$ cat config.mk
export PLATFORM = sky130hd
export DESIGN_NAME = lcd_face_engine
export DESIGN_NICKNAME = d
export VERILOG_FILES = /design/src/rtl/lcd_face_pkg.sv /design/src/rtl/lcd_face_engine_stat_change_detector.sv /design/src/rtl/lcd_face_engine.sv
export SDC_FILE = /design/constraint.sdc
export NUM_CORES = 1
export LEC_CHECK = 0
export CAP_MARGIN = 10
export CORE_ASPECT_RATIO = 1.2
export CORE_MARGIN = 2
export CORE_UTILIZATION = 61
export DETAILED_ROUTE_END_ITERATION = 16
export GPL_TIMING_DRIVEN = 0
export PLACE_DENSITY = 0.91
export SLEW_MARGIN = 30
export SYNTH_ARGS = -nofsm -noshare
export SYNTH_HDL_FRONTEND = slang
export SYNTH_SLANG_ARGS = --single-unit
$ cat constraint.sdc
create_clock -name clk -period 7 [get_ports clk]
set_clock_uncertainty 0.1 [all_clocks]
set_input_delay 1.4 -clock clk [delete_from_list [all_inputs] [get_ports clk]]
set_output_delay 1.4 -clock clk [all_outputs]
set_load 0.1 [all_outputs]
$ cat src/rtl/lcd_face_pkg.sv
// lcd_face_pkg: shared constants, types, glyph ROM and byte-sequence helper for
// the LCD face painter.
//   CGRAM_BASE / DDRAM_ROW0 / DDRAM_ROW1 : HD44780 address-set commands
//   FACE_ROM[face][g*8+row]              : 5-bit glyph rows, 4 glyphs per face
//   paint_byte(face, step)               : {rs, data} for one paint step
package lcd_face_pkg;

  localparam int unsigned ROM_FACES        = 9;
  localparam int unsigned FACE_IDX_W       = $clog2(ROM_FACES);
  localparam int unsigned FACE_GLYPH_BYTES = 32;
  localparam int unsigned PAINT_STEPS      = 39;
  localparam int unsigned STEP_W           = $clog2(PAINT_STEPS);

  localparam logic [7:0] CGRAM_BASE = 8'h40;
  localparam logic [7:0] DDRAM_ROW0 = 8'h80;
  localparam logic [7:0] DDRAM_ROW1 = 8'hC0;

  typedef enum logic [1:0] {
    PAINT_IDLE,
    PAINT_SEND,
    PAINT_DONE
  } paint_state_e;

  typedef struct packed {
    logic       rs;
    logic [7:0] data;
  } lcd_byte_t;

  // Glyph order: 0 top-left, 1 top-right, 2 bottom-left, 3 bottom-right.
  localparam logic [4:0] FACE_ROM [ROM_FACES][FACE_GLYPH_BYTES] = '{
    // 0: idle
    '{5'h00, 5'h03, 5'h04, 5'h08, 5'h09, 5'h08, 5'h08, 5'h08,
      5'h00, 5'h18, 5'h04, 5'h02, 5'h12, 5'h02, 5'h02, 5'h02,
      5'h08, 5'h08, 5'h08, 5'h0F, 5'h08, 5'h04, 5'h03, 5'h00,
      5'h02, 5'h02, 5'h02, 5'h1E, 5'h02, 5'h04, 5'h18, 5'h00},
    // 1: happy
    '{5'h00, 5'h03, 5'h04, 5'h08, 5'h09, 5'h08, 5'h08, 5'h08,
      5'h00, 5'h18, 5'h04, 5'h02, 5'h12, 5'h02, 5'h02, 5'h02,
      5'h08, 5'h0A, 5'h09, 5'h08, 5'h08, 5'h04, 5'h03, 5'h00,
      5'h02, 5'h0A, 5'h12, 5'h02, 5'h02, 5'h04, 5'h18, 5'h00},
    // 2: sad
    '{5'h00, 5'h03, 5'h04, 5'h08, 5'h09, 5'h08, 5'h08, 5'h08,
      5'h00, 5'h18, 5'h04, 5'h02, 5'h12, 5'h02, 5'h02, 5'h02,
      5'h08, 5'h08, 5'h09, 5'h0A, 5'h08, 5'h04, 5'h03, 5'h00,
      5'h02, 5'h02, 5'h12, 5'h0A, 5'h02, 5'h04, 5'h18, 5'h00},
    // 3: hungry
    '{5'h00, 5'h03, 5'h04, 5'h08, 5'h0B, 5'h08, 5'h08, 5'h08,
      5'h00, 5'h18, 5'h04, 5'h02, 5'h1A, 5'h02, 5'h02, 5'h02,
      5'h08, 5'h09, 5'h0A, 5'h0A, 5'h09, 5'h04, 5'h03, 5'h00,
      5'h02, 5'h12, 5'h0A, 5'h0A, 5'h12, 5'h04, 5'h18, 5'h00},
    // 4: sleepy
    '{5'h00, 5'h03, 5'h04, 5'h08, 5'h08, 5'h0B, 5'h08, 5'h08,
      5'h00, 5'h18, 5'h04, 5'h02, 5'h02, 5'h1A, 5'h02, 5'h02,
      5'h08, 5'h08, 5'h08, 5'h09, 5'h08, 5'h04, 5'h03, 5'h00,
      5'h02, 5'h02, 5'h02, 5'h12, 5'h02, 5'h04, 5'h18, 5'h00},
    // 5: excited
    '{5'h00, 5'h03, 5'h04, 5'h09, 5'h0B, 5'h09, 5'h08, 5'h08,
      5'h00, 5'h18, 5'h04, 5'h12, 5'h1A, 5'h12, 5'h02, 5'h02,
      5'h08, 5'h0B, 5'h0A, 5'h09, 5'h08, 5'h04, 5'h03, 5'h00,
      5'h02, 5'h1A, 5'h0A, 5'h12, 5'h02, 5'h04, 5'h18, 5'h00},
    // 6: tired
    '{5'h00, 5'h03, 5'h04, 5'h08, 5'h0F, 5'h08, 5'h08, 5'h08,
      5'h00, 5'h18, 5'h04, 5'h02, 5'h1E, 5'h02, 5'h02, 5'h02,
      5'h08, 5'h08, 5'h0B, 5'h08, 5'h08, 5'h04, 5'h03, 5'h00,
      5'h02, 5'h02, 5'h1A, 5'h02, 5'h02, 5'h04, 5'h18, 5'h00},
    // 7: angry
    '{5'h00, 5'h03, 5'h04, 5'h0A, 5'h09, 5'h08, 5'h08, 5'h08,
      5'h00, 5'h18, 5'h04, 5'h0A, 5'h12, 5'h02, 5'h02, 5'h02,
      5'h08, 5'h08, 5'h09, 5'h0A, 5'h08, 5'h04, 5'h03, 5'h00,
      5'h02, 5'h02, 5'h12, 5'h0A, 5'h02, 5'h04, 5'h18, 5'h00},
    // 8: sick
    '{5'h00, 5'h03, 5'h05, 5'h08, 5'h0A, 5'h08, 5'h08, 5'h08,
      5'h00, 5'h18, 5'h14, 5'h02, 5'h0A, 5'h02, 5'h02, 5'h02,
      5'h08, 5'h0E, 5'h08, 5'h0E, 5'h08, 5'h04, 5'h03, 5'h00,
      5'h02, 5'h0E, 5'h02, 5'h0E, 5'h02, 5'h04, 5'h18, 5'h00}
  };

  // Byte emitted at a given paint step: CGRAM load, then the 2x2 DDRAM block.
  function automatic lcd_byte_t paint_byte(input logic [FACE_IDX_W-1:0] face,
                                           input logic [STEP_W-1:0]     step);
    lcd_byte_t b;
    b.rs   = 1'b1;
    b.data = 8'h00;
    if (step == STEP_W'(0)) begin
      b.rs   = 1'b0;
      b.data = CGRAM_BASE;
    end else if (step <= STEP_W'(FACE_GLYPH_BYTES)) begin
      b.data = {3'b000, FACE_ROM[face][5'(step - STEP_W'(1))]};
    end else begin
      case (step)
        STEP_W'(33): begin b.rs = 1'b0; b.data = DDRAM_ROW0; end
        STEP_W'(34): b.data = 8'h00;
        STEP_W'(35): b.data = 8'h01;
        STEP_W'(36): begin b.rs = 1'b0; b.data = DDRAM_ROW1; end
        STEP_W'(37): b.data = 8'h02;
        STEP_W'(38): b.data = 8'h03;
        default:     begin b.rs = 1'b0; b.data = 8'h00; end
      endcase
    end
    return b;
  endfunction

endpackage

$ cat src/rtl/lcd_face_engine_stat_change_detector.sv
// stat_change_detector: flags any change of a packed statistics word and holds
// new_update high for HOLD_CYCLES clk cycles after the latest change.
//   clk, reset (sync, active-low) ; stats in [W] ; new_update out
module stat_change_detector #(
  parameter int unsigned W           = 13,
  parameter int unsigned HOLD_CYCLES = 1600000
) (
  input  logic         clk,
  input  logic         reset,
  input  logic [W-1:0] stats,
  output logic         new_update
);

  localparam int unsigned CNT_W = $clog2(HOLD_CYCLES + 1);

  logic [W-1:0]     snap_q;
  logic [CNT_W-1:0] hold_q;

  // Counter is loaded with HOLD_CYCLES-1 and the flag drops on the cycle after
  // it hits zero, giving exactly HOLD_CYCLES high cycles.
  always_ff @(posedge clk) begin
    if (!reset) begin
      snap_q     <= stats;
      hold_q     <= '0;
      new_update <= 1'b0;
    end else if (stats != snap_q) begin
      snap_q     <= stats;
      hold_q     <= CNT_W'(HOLD_CYCLES - 1);
      new_update <= 1'b1;
    end else if (new_update) begin
      if (hold_q == '0) new_update <= 1'b0;
      else              hold_q     <= hold_q - CNT_W'(1);
    end
  end

endmodule

$ cat src/rtl/lcd_face_engine.sv
// lcd_face_engine: paints a 2x2 custom-character face on an HD44780 (8-bit
// mode), one byte per clk_16ms rising edge, and detects statistic changes.
//   clk, reset (sync, active-low), clk_16ms (sampled enable wave)
//   num_cust_char, start_painting -> lcd_available, rs, rw, data
//   face, Hunger, Joy, Energy     -> new_update
module lcd_face_engine
  import lcd_face_pkg::*;
#(
  parameter int unsigned NUM_FACES   = 9,
  parameter int unsigned MAX_VALUE   = 5,
  parameter int unsigned HOLD_CYCLES = 1600000
) (
  input  logic                         clk,
  input  logic                         reset,
  input  logic                         clk_16ms,
  input  logic [$clog2(NUM_FACES)-1:0] num_cust_char,
  input  logic                         start_painting,
  output logic                         lcd_available,
  output logic                         rs,
  output logic                         rw,
  output logic [7:0]                   data,
  input  logic [$clog2(NUM_FACES)-1:0] face,
  input  logic [$clog2(MAX_VALUE)-1:0] Hunger,
  input  logic [$clog2(MAX_VALUE)-1:0] Joy,
  input  logic [$clog2(MAX_VALUE)-1:0] Energy,
  output logic                         new_update
);

  localparam int unsigned STATS_W = $clog2(NUM_FACES) + 3 * $clog2(MAX_VALUE);

  paint_state_e          state_q;
  logic [STEP_W-1:0]     step_q;
  logic [FACE_IDX_W-1:0] face_q;
  logic [2:0]            sync_q;
  logic                  tick_c;
  logic [FACE_IDX_W-1:0] face_sel_c;
  lcd_byte_t             next_byte_c;

  assign rw = 1'b0;

  // Two-flop synchroniser in [1:0], edge-detect delay in [2].
  assign tick_c = sync_q[1] & ~sync_q[2];

  // Out-of-range face requests fall back to the idle face.
  assign face_sel_c = (32'(num_cust_char) >= NUM_FACES || 32'(num_cust_char) >= ROM_FACES)
                      ? '0 : FACE_IDX_W'(num_cust_char);

  assign next_byte_c = paint_byte(face_q, step_q + STEP_W'(1));

  // Painter FSM; every output is registered.
  always_ff @(posedge clk) begin
    if (!reset) begin
      sync_q        <= '0;
      state_q       <= PAINT_IDLE;
      step_q        <= '0;
      face_q        <= '0;
      lcd_available <= 1'b1;
      rs            <= 1'b0;
      data          <= 8'h00;
    end else begin
      sync_q <= {sync_q[1:0], clk_16ms};
      case (state_q)
        PAINT_IDLE: begin
          if (tick_c && start_painting) begin
            face_q        <= face_sel_c;
            step_q        <= '0;
            lcd_available <= 1'b0;
            rs            <= 1'b0;
            data          <= CGRAM_BASE;
            state_q       <= PAINT_SEND;
          end
        end
        PAINT_SEND: begin
          if (tick_c) begin
            if (step_q == STEP_W'(PAINT_STEPS - 1)) begin
              step_q        <= '0;
              lcd_available <= 1'b1;
              rs            <= 1'b0;
              data          <= 8'h00;
              state_q       <= PAINT_DONE;
            end else begin
              step_q <= step_q + STEP_W'(1);
              rs     <= next_byte_c.rs;
              data   <= next_byte_c.data;
            end
          end
        end
        PAINT_DONE: state_q <= PAINT_IDLE;
        default:    state_q <= PAINT_IDLE;
      endcase
    end
  end

  stat_change_detector #(
    .W           (STATS_W),
    .HOLD_CYCLES (HOLD_CYCLES)
  ) u_detector (
    .clk        (clk),
    .reset      (reset),
    .stats      ({face, Hunger, Joy, Energy}),
    .new_update (new_update)
  );

endmodule

======== Yosys cells after proc, flatten, opt, wreduce, memory -nomap -nowiden ========
Memories as Yosys holds them, arrays and structs flattened.
Index checks and enable logic that the tools add are counted.
cells by class
  mux-type cells .......................... 38
  bitwise operators ....................... 6
  equal/unequal tests ..................... 14
  order comparisons ....................... 4
  reductions and logical operators ........ 14
  add/sub/neg operators ................... 3
operators by type and width
  cell                                                       count
  two-way mux 160 bit                                        2
  two-way mux 21 bit                                         3
  == test 6 bit (second input constant)                      7
  one-hot mux 8 bit (5 select lines)                         1
  two-way mux 8 bit                                          4
  two-way mux 13 bit                                         2
  binary-select mux 5 bit (select 5 bit)                     1
  zero test 21 bit                                           1
  subtractor 21 x 1 -> 21 bit (second input constant)        1
  two-way mux 6 bit                                          3
  one-hot mux 8 bit (2 select lines)                         1
  != test 13 bit                                             1
  one-hot mux 6 bit (2 select lines)                         1
  two-way mux 1 bit                                          10
  two-way mux 5 bit                                          2
  two-way mux 9 bit                                          1
  adder 6 x 1 -> 6 bit (second input constant)               1
  greater-or-equal comparator 6 bit (second input constant)  1
  less-or-equal comparator 6 bit (second input constant)     1
  zero test 6 bit                                            1
  two-way mux 2 bit                                          3
  != test 2 bit (second input constant)                      3
  NOT 5 -> 6 bit                                             1
  AND reduction 2 bit                                        3
  18 further kinds                                           24
word-level totals
  word-level logic and storage cells ...... 91
  output and inout port bits .............. 12
  memories ................................ 1
  bits in registers ....................... 60
  memory bits (read-only) ................. 2,560
  input bits .............................. 21
memory list
  name              words  bits a word  rd ports  clocked after Yosys merged registers in  wr ports  line                text
  (name not given)  16     160          1         0                                        0         lcd_face_pkg.sv:88  b.data = {3'b000, FACE_ROM[face][5'(step - STEP_W'(1))]};

======== Logic depth before layout (Yosys ltp) ========
Gate-level depths: netlist (run 1).
  word-level depth ........................ 12
  depth in mapped cells ................... 14

======== By module ========
From an unflattened synthesis (run 1), not the netlist that was laid out.
second synthesis, totals
  cells, all modules ...................... 381
  area, all modules ....................... 3,553.4 sq um
by module, submodules not included
  module                times used  area each (sq um)  cells an instance  seq. area each (sq um)
  lcd_face_engine       1           1,800.5            219                480.5
  stat_change_detector  1           1,752.9            162                830.8

======== Worst setup path before layout (run 1) ========
No wires, ideal clock.
  path type ............................... input -> register
  from .................................... in face[2]
  to ...................................... reg u_detector.snap_q[0], enable pin
  path slack .............................. 3,672 ps
  arrival time ............................ 2,844 ps
  stages on the path ...................... 5
  setup time .............................. 385 ps
  path through ............................ xor2_1 nor4_1 nand4_1 nor4_2 nand2_1
on the way
  word-level cells in the longest chain between the ends .. 2
RTL lines
  what                              line                                        text
  from (decl)                       lcd_face_engine.sv:22                       input logic [$clog2(NUM_FACES)-1:0] face,
  != test 13 bit                    lcd_face_engine_stat_change_detector.sv:26  end else if (stats != snap_q) begin
  != test 2 x 1 -> 1 bit (no line)  -
  to (signal assigned)              lcd_face_engine_stat_change_detector.sv:23  snap_q <= stats;
  to (signal assigned)              lcd_face_engine_stat_change_detector.sv:27  snap_q <= stats;
  to (decl)                         lcd_face_engine_stat_change_detector.sv:16  logic [W-1:0] snap_q;
No other way between the ends.
A chain may end at the register's enable or synchronous reset.

======== Worst setup path after layout (run 1) ========
  from .................................... in face[2]
  to ...................................... reg u_detector.snap_q[3], enable pin
Same word-level chain as after synthesis.

==> reports/metrics.yaml, run 1 <==
grt:
  grt_usage_pct: 27.6
  antenna_found_initial: 0
  grt_max_degree: 21
  grt_pass1_wl_mm: 13.3
  grt_pass1_vias: 2844
  grt-ovfl-total: 0
yosys:
  yosysTopAreaCellShare_pct: 27.8
  synthArstFlopShare_pct: 0
  seq_area_frac_synth_pct: 39.6
  yosysUniqueCellTypes: 56
  yosysTopAreaCell: "dfxtp_1"
  synth_flop_cell: "dfxtp_1"
  yosys_warnings: 0
  synth_edf_count: 13
  syn-cell-area_sq_mm: 0.00331
  syn_inst: 377
  ys_ff_latch: 59
  synth.area.top_cells: "dfxtp_1, edfxtp_1, xnor2_1, ha_1, a21oi_1"
  avgSynthCellArea_sq_um: 8.78
job:
  maxCapViolations: 0
timing:
  finalSetupTns_ns: 0
  hold_violations: 0
  fin_hold_ws_ns: 0.353
  tightest_slew_ns: 0.983
  fmax_mhz: 247
  fin_crit_sh_pct: 57.8
  setup_viol: 0
  slew_violations: 0
  min_period_ns: 4.05
  slew_headroom_pct: 34.2
  rsz0062_at_grt: "no"
route:
  drc_errors: 0
  first_pass_iters: 5
  drtIter0Drc: 180
  wirelength_mm: 7.95
  wl_per_cell_um: 16.4
  antenna_left: 0
  vias: 2944
  viasPerCell: 6.06
cells_and_area:
  area_delta_synth_final_pct: 17.8
  diodes: 0
  mostFrequentLayoutCell: "dfxtp_1"
  utilization_pct: 74.1
  nNetsFinal: 453
  drive_above_1_share_pct: 7.78
  area.sequential_sq_mm: 0.00131
  fillerInstances: 385
  layout_common_cells: "dfxtp_1, nor2_1, a21oi_1"
  multi_input_area_sq_mm: 0.00186
  final_cell_area_sq_mm: 0.00390
clock_tree:
  postCtsResizedCells: 0
  cts_root_buffer: "clkbuf_8"
  htreeDepth: 3
  numCtsBuffers: 9
  clkTransAtPathRegs_ns: 0.07
  cts.sink_count: 59
  cts_tree: "done"
  cts_buffer_depth: 2
  cts_setup_buffers: 0
  holdBufCountCts: 0
  clkLatencyLatePin_ns: 0.34
critical_path:
  criticalPathCategory: "primary input to flop"
  path_max_fanout: 20
  crit_path_end_kind: "flop"
  arrival_ns: 3.85
  r2r_slack_ns: 3.40
  start_kind: "primary input"
  crit_required_ns: 6.81
run_status:
  outcome: "finished clean"
placed_design:
  portBuffers: 30
  place_hpwl_mm: 5.44
  placed_area_sq_mm: 0.00369
  gp_congestion: 0.942
power:
  p_sw_share_pct: 23.1
  irDropWorstVdd_v: 0.0000939
  cellPowerDensity_mw_per_mm2: 193
  p_switching_w: 0.000173
  intPower_w: 0.000578
  p_clk_share_pct: 43.1
  power_w: 0.000751
  p_leak_nw: 1.35
  comb_power_share_pct: 8.2
  p_seq_share_pct: 48.7
die:
  dieArea_sq_mm: 0.00603
  fp.dieW_um: 71.3
  die_height_um: 84.7
  num_io_pins: 33
  row_count: 29
  initial_core_util_pct: 62.9
  core_area_sq_mm: 0.00526
worst_hold_path:
  hp-class: "flop to flop"
-- area by class of cell --
type	instances	share of cell area, %
Sequential cell	59	33.6
Buffer	20	2.18
Inverter	16	1.54
Tap cell	62	1.99
Timing Repair Buffer	30	7.70
Multi-Input combinational cell	283	47.6
Clock buffer	14	4.43
Clock inverter	2	0.898
-- worst max-delay path: stages --
cell and delay (ns):
clkdlybuf4s50_1 0.44, xor2_1 0.15, nor4_1 0.34, nand4_1 0.18, nor4_2 0.69, nand2_1 0.65
-- layer usage --
| layer | track usage (%) | wire length [um] | vias to the layer above | part of all wire, % |
|---|---|---|---|---|
| li1 | - | - | 1431 | - |
| met1 | 32.6 | 3210 | 1410 | 40 |
| met2 | 48.7 | 4220 | 90 | 53 |
| met3 | 4.08 | 367 | 13 | 4.6 |
| met4 | 12.3 | 157 | 0 | 2.0 |
| met5 | 0 | 0 | - | 0 |
-- registers in the layout, indices dropped and copies added, names as in the netlist --
register	cells
u_detector.snap_q	13
face_q	4
u_detector.new_update	1
u_detector.hold_q	21
data	7
rs	1
lcd_available	1
step_q	6
state_q	2
sync_q	3
-- cell families after synthesis --
kind of cell	after synthesis	share of synthesized area, %
and+or+nand+nor	139	22.6
adders and majority gates	13	4.91
other	1	0.113
AOI/OAI and AO/OA	85	15.9
DFF	59	39.6
buffers and inverters	36	4.38
xor gates and xnor gates	36	9.52
muxes	8	2.95
-- synth_stat cells (2+ instances only) --
cell type	number
and3_1	3
mux2_2	4
or4_4	2
xor2_1	16
clkbuf_1	15
a22oi_1	3
nor4_1	7
mux2i_1	3
or3_1	4
o21ai_0	16
nor2_1	37
nor3_1	14
a31oi_1	8
a31o_2	3
buf_2	2
nand2b_1	3
o31ai_1	2
o21a_1	2
and2_1	5
nand4_1	8
ha_1	13
nor2b_1	6
a21oi_1	31
o211ai_1	4
inv_1	15
buf_4	2
nand3b_1	6
a41oi_1	2
nand3_1	10
nor3b_1	3
nand2_1	22
a211oi_1	6
edfxtp_1	13
xnor2_1	20
dfxtp_1	46
-- through the flow --
step,worst slack [ns],cells
2_1_floorplan,3.67,378
3_3_place_gp,2.67,470
3_5_place_dp,2.46,470
4_1_cts,2.89,486
5_1_grt,2.66,486
6_report,2.95,486
-- path summary, 6_finish.rpt --
| kind | from | end | depth (start not counted) |
|---|---|---|---|
| setup / recovery | face[2] | u_detector.snap_q[3]$_DFFE_PP_ | 6 |
| hold / removal | sync_q[0]$_SDFF_PN0_ | sync_q[1]$_SDFF_PN0_ | 1 |
| setup reg to reg | step_q[1]$_SDFFE_PN0P_ | data[2]$_SDFFE_PN0P_ | 11 |
| hold reg to reg | sync_q[0]$_SDFF_PN0_ | sync_q[1]$_SDFF_PN0_ | 1 |
-- power groups by stage --
| stage | sequential (W) | combinational (W) | clock, W |
|---|---|---|---|
| floorplan | 0.000376 | 0.0000332 | 0 |
| global placement | 0.000372 | 0.0000582 | 0 |
| detailed placement | 0.000373 | 0.0000606 | 0 |
| CTS | 0.000365 | 0.0000617 | 0.000325 |
| global route | 0.000366 | 0.0000666 | 0.000341 |
| finish | 0.000366 | 0.0000619 | 0.000324 |
No activity file was read; power rests on OpenSTA's default activity.
==> inputs of run 2 (changes only) <==
--- a/config.mk
+++ b/config.mk
@@ -8,10 +8,10 @@
 export CAP_MARGIN = 10
 export CORE_ASPECT_RATIO = 1.2
 export CORE_MARGIN = 2
-export CORE_UTILIZATION = 61
+export CORE_UTILIZATION = 52
 export DETAILED_ROUTE_END_ITERATION = 16
 export GPL_TIMING_DRIVEN = 0
-export PLACE_DENSITY = 0.91
+export PLACE_DENSITY = 0.83
 export SLEW_MARGIN = 30
 export SYNTH_ARGS = -nofsm -noshare
 export SYNTH_HDL_FRONTEND = slang
==> constraint.sdc (replaced) <==
create_clock -name clk -period 3.57 [get_ports clk]
set_clock_uncertainty 0.1 [all_clocks]
set_input_delay 0.714 -clock clk [delete_from_list [all_inputs] [get_ports clk]]
set_output_delay 0.714 -clock clk [all_outputs]
set_load 0.1 [all_outputs]
==> reports/metrics.yaml, run 2 (synthesis results as in run 1) <==
power:
  p_seq_share_pct: 53.4  # +4.7 points
  p_clk_share_pct: 37.7  # -5.4 points
  p_switching_w: 0.000342  # +97%
  cellPowerDensity_mw_per_mm2: 346  # +79%
  irDropWorstVdd_v: 0.000215  # +130%
  intPower_w: 0.000998  # +73%
  p_leak_nw: 1.32  # -2.4%
  power_w: 0.00134  # +78%
  p_sw_share_pct: 25.5  # +2.4 points
  comb_power_share_pct: 8.9  # +0.7 points
die:
  num_io_pins: 33  # unchanged
  fp.dieW_um: 76.8  # +7.8%
  dieArea_sq_mm: 0.00702  # +16%
  row_count: 31  # +6.9%
  initial_core_util_pct: 54.4  # -8.6 points
  core_area_sq_mm: 0.00609  # +16%
  die_height_um: 91.4  # +7.9%
clock_tree:
  cts_tree: "done"
  numCtsBuffers: 9  # unchanged
  cts_buffer_depth: 2  # unchanged
  cts_root_buffer: "clkbuf_8"
  cts.sink_count: 59  # unchanged
  clkTransAtPathRegs_ns: 0.07  # about the same
  clkLatencyLatePin_ns: 0.34  # about the same
  cts_setup_buffers: 0  # unchanged
  htreeDepth: 3  # unchanged
timing:
  fin_crit_sh_pct: 89.1
  rsz0062_at_grt: "no"
  min_period_ns: 3.18
  tightest_slew_ns: 0.987  # +0.00388 ns
  slew_violations: 0  # unchanged
  fmax_mhz: 314
  fin_hold_ws_ns: 0.345  # -0.00882 ns
  setup_viol: 0  # unchanged
  slew_headroom_pct: 34.0  # -0.26 points
  setup_ws_ns: 0.390  # -2.56 ns
  hold_violations: 0  # unchanged
grt:
  grt-ovfl-total: 0  # unchanged
  grt_pass1_wl_mm: 13.0  # -1.9%
  grt_pass1_vias: 2866  # +0.77%
  grt_usage_pct: 22.8  # -4.7 points
  antenna_found_initial: 0  # unchanged
  grt_max_degree: 21  # unchanged
critical_path:
  arrival_ns: 3.29  # -0.56 ns
  reg2reg_depth: 9  # -2
  crit_required_ns: 3.68  # -3.13 ns
  crit_path_end_kind: "flop"
  criticalPathCategory: "flop to flop"
  start_kind: "flop"
  path_max_fanout: 10  # -50%
cells_and_area:
  drive_above_1_share_pct: 8.06  # +0.27 points
  diodes: 0  # unchanged
  top_regs: "u_detector.hold_q: 21 flops, u_detector.snap_q: 13 flops, data: 7 flops"
  regMostFlops: "u_detector.hold_q"
  final_cell_area_sq_mm: 0.00387  # -0.64%
  area_delta_synth_final_pct: 17.0
  layout_common_cells: "dfxtp_1, nor2_1, a21oi_1"
  largest_register_ffs: 21  # unchanged
  instances_no_fill: 504  # +3.7%
  nNetsFinal: 451  # -0.44%
  mostFrequentLayoutCell: "dfxtp_1"
placed_design:
  post-place-ws_ns: -0.160  # -2.62 ns
  place_inst: 490  # +4.3%
  place_hpwl_mm: 5.60  # +3.0%
  placed_area_sq_mm: 0.00372  # +0.68%
  portBuffers: 30  # unchanged
  gp_congestion: 0.945  # +0.37%
route:
  wirelength_mm: 7.64  # -3.9%
  antenna_left: 0  # unchanged
  viasPerCell: 5.82  # -3.9%
  vias: 2935  # -0.31%
  drtIter0Drc: 137  # -24%
  first_pass_iters: 5  # unchanged
  drc_errors: 0  # unchanged
  wl_per_cell_um: 15.2  # -7.3%
worst_hold_path:
  worstHoldPathCells: 1  # unchanged
  hp-class: "flop to flop"
job:
  maxCapViolations: 0  # unchanged
run_status:
  outcome: "finished clean"
[run 2: final cells by class]
type / count / area (sq um)
Inverter: 16 / 60.1
Clock inverter: 6 / 32.5
Clock buffer: 10 / 128
Multi-Input combinational cell: 283 / 1860
Sequential cell: 59 / 1310
Tap cell: 82 / 103
Timing Repair Buffer: 30 / 300
Buffer: 18 / 77.6
Fill cell: 538 / 2210
[run 2: layer usage]
metal / routed length [um] / global-route usage (%)
met1: 3150 / 27.0
met2: 3940 / 39.2
met3: 375 / 4.97
met4: 177 / 10.8
met5: 0 / 0
[run 2: worst paths after layout]
path	from	end	slack, ns
worst max-delay path	step_q[1]$_SDFFE_PN0P_	data[2]$_SDFFE_PN0P_	0.39
worst min-delay path	sync_q[0]$_SDFF_PN0_	sync_q[1]$_SDFF_PN0_	0.34
worst max register to register	step_q[1]$_SDFFE_PN0P_	data[2]$_SDFFE_PN0P_	0.39
worst min register to register	sync_q[0]$_SDFF_PN0_	sync_q[1]$_SDFF_PN0_	0.34
[run 2: power groups by stage]
stage / combinational (W) / sequential, W / clock, W
final: 0.000119 / 0.000715 / 0.000505
after global routing: 0.000129 / 0.000718 / 0.000552
after CTS: 0.000119 / 0.000715 / 0.000517
after detailed placement: 0.000118 / 0.000730 / 0
after global placement: 0.000115 / 0.000728 / 0
after floorplan: 0.0000650 / 0.000738 / 0
[run 2: stage by stage]
step	utilization, %	TNS, ns
after global placement	61.0	-2.06
after detailed placement	61.0	-2.36
after floorplan	-	0
final	63.6	0
after global routing	63.6	0
after CTS	63.7	0
[run 2: critical path: stages, from the launching register on]
cell,delay [ns]
dfxtp_1,0.39
ha_1,0.38
inv_1,0.16
ha_1,0.30
clkbuf_1,0.30
inv_1,0.17
ha_2,0.47
mux4_2,0.52
a32oi_1,0.20
nor2_1,0.06
[run 2: timing repair]
action	CTS	global route
endpoints found under the setup margin	0	20
gates resized for setup	0	2
hold buffers	0	0
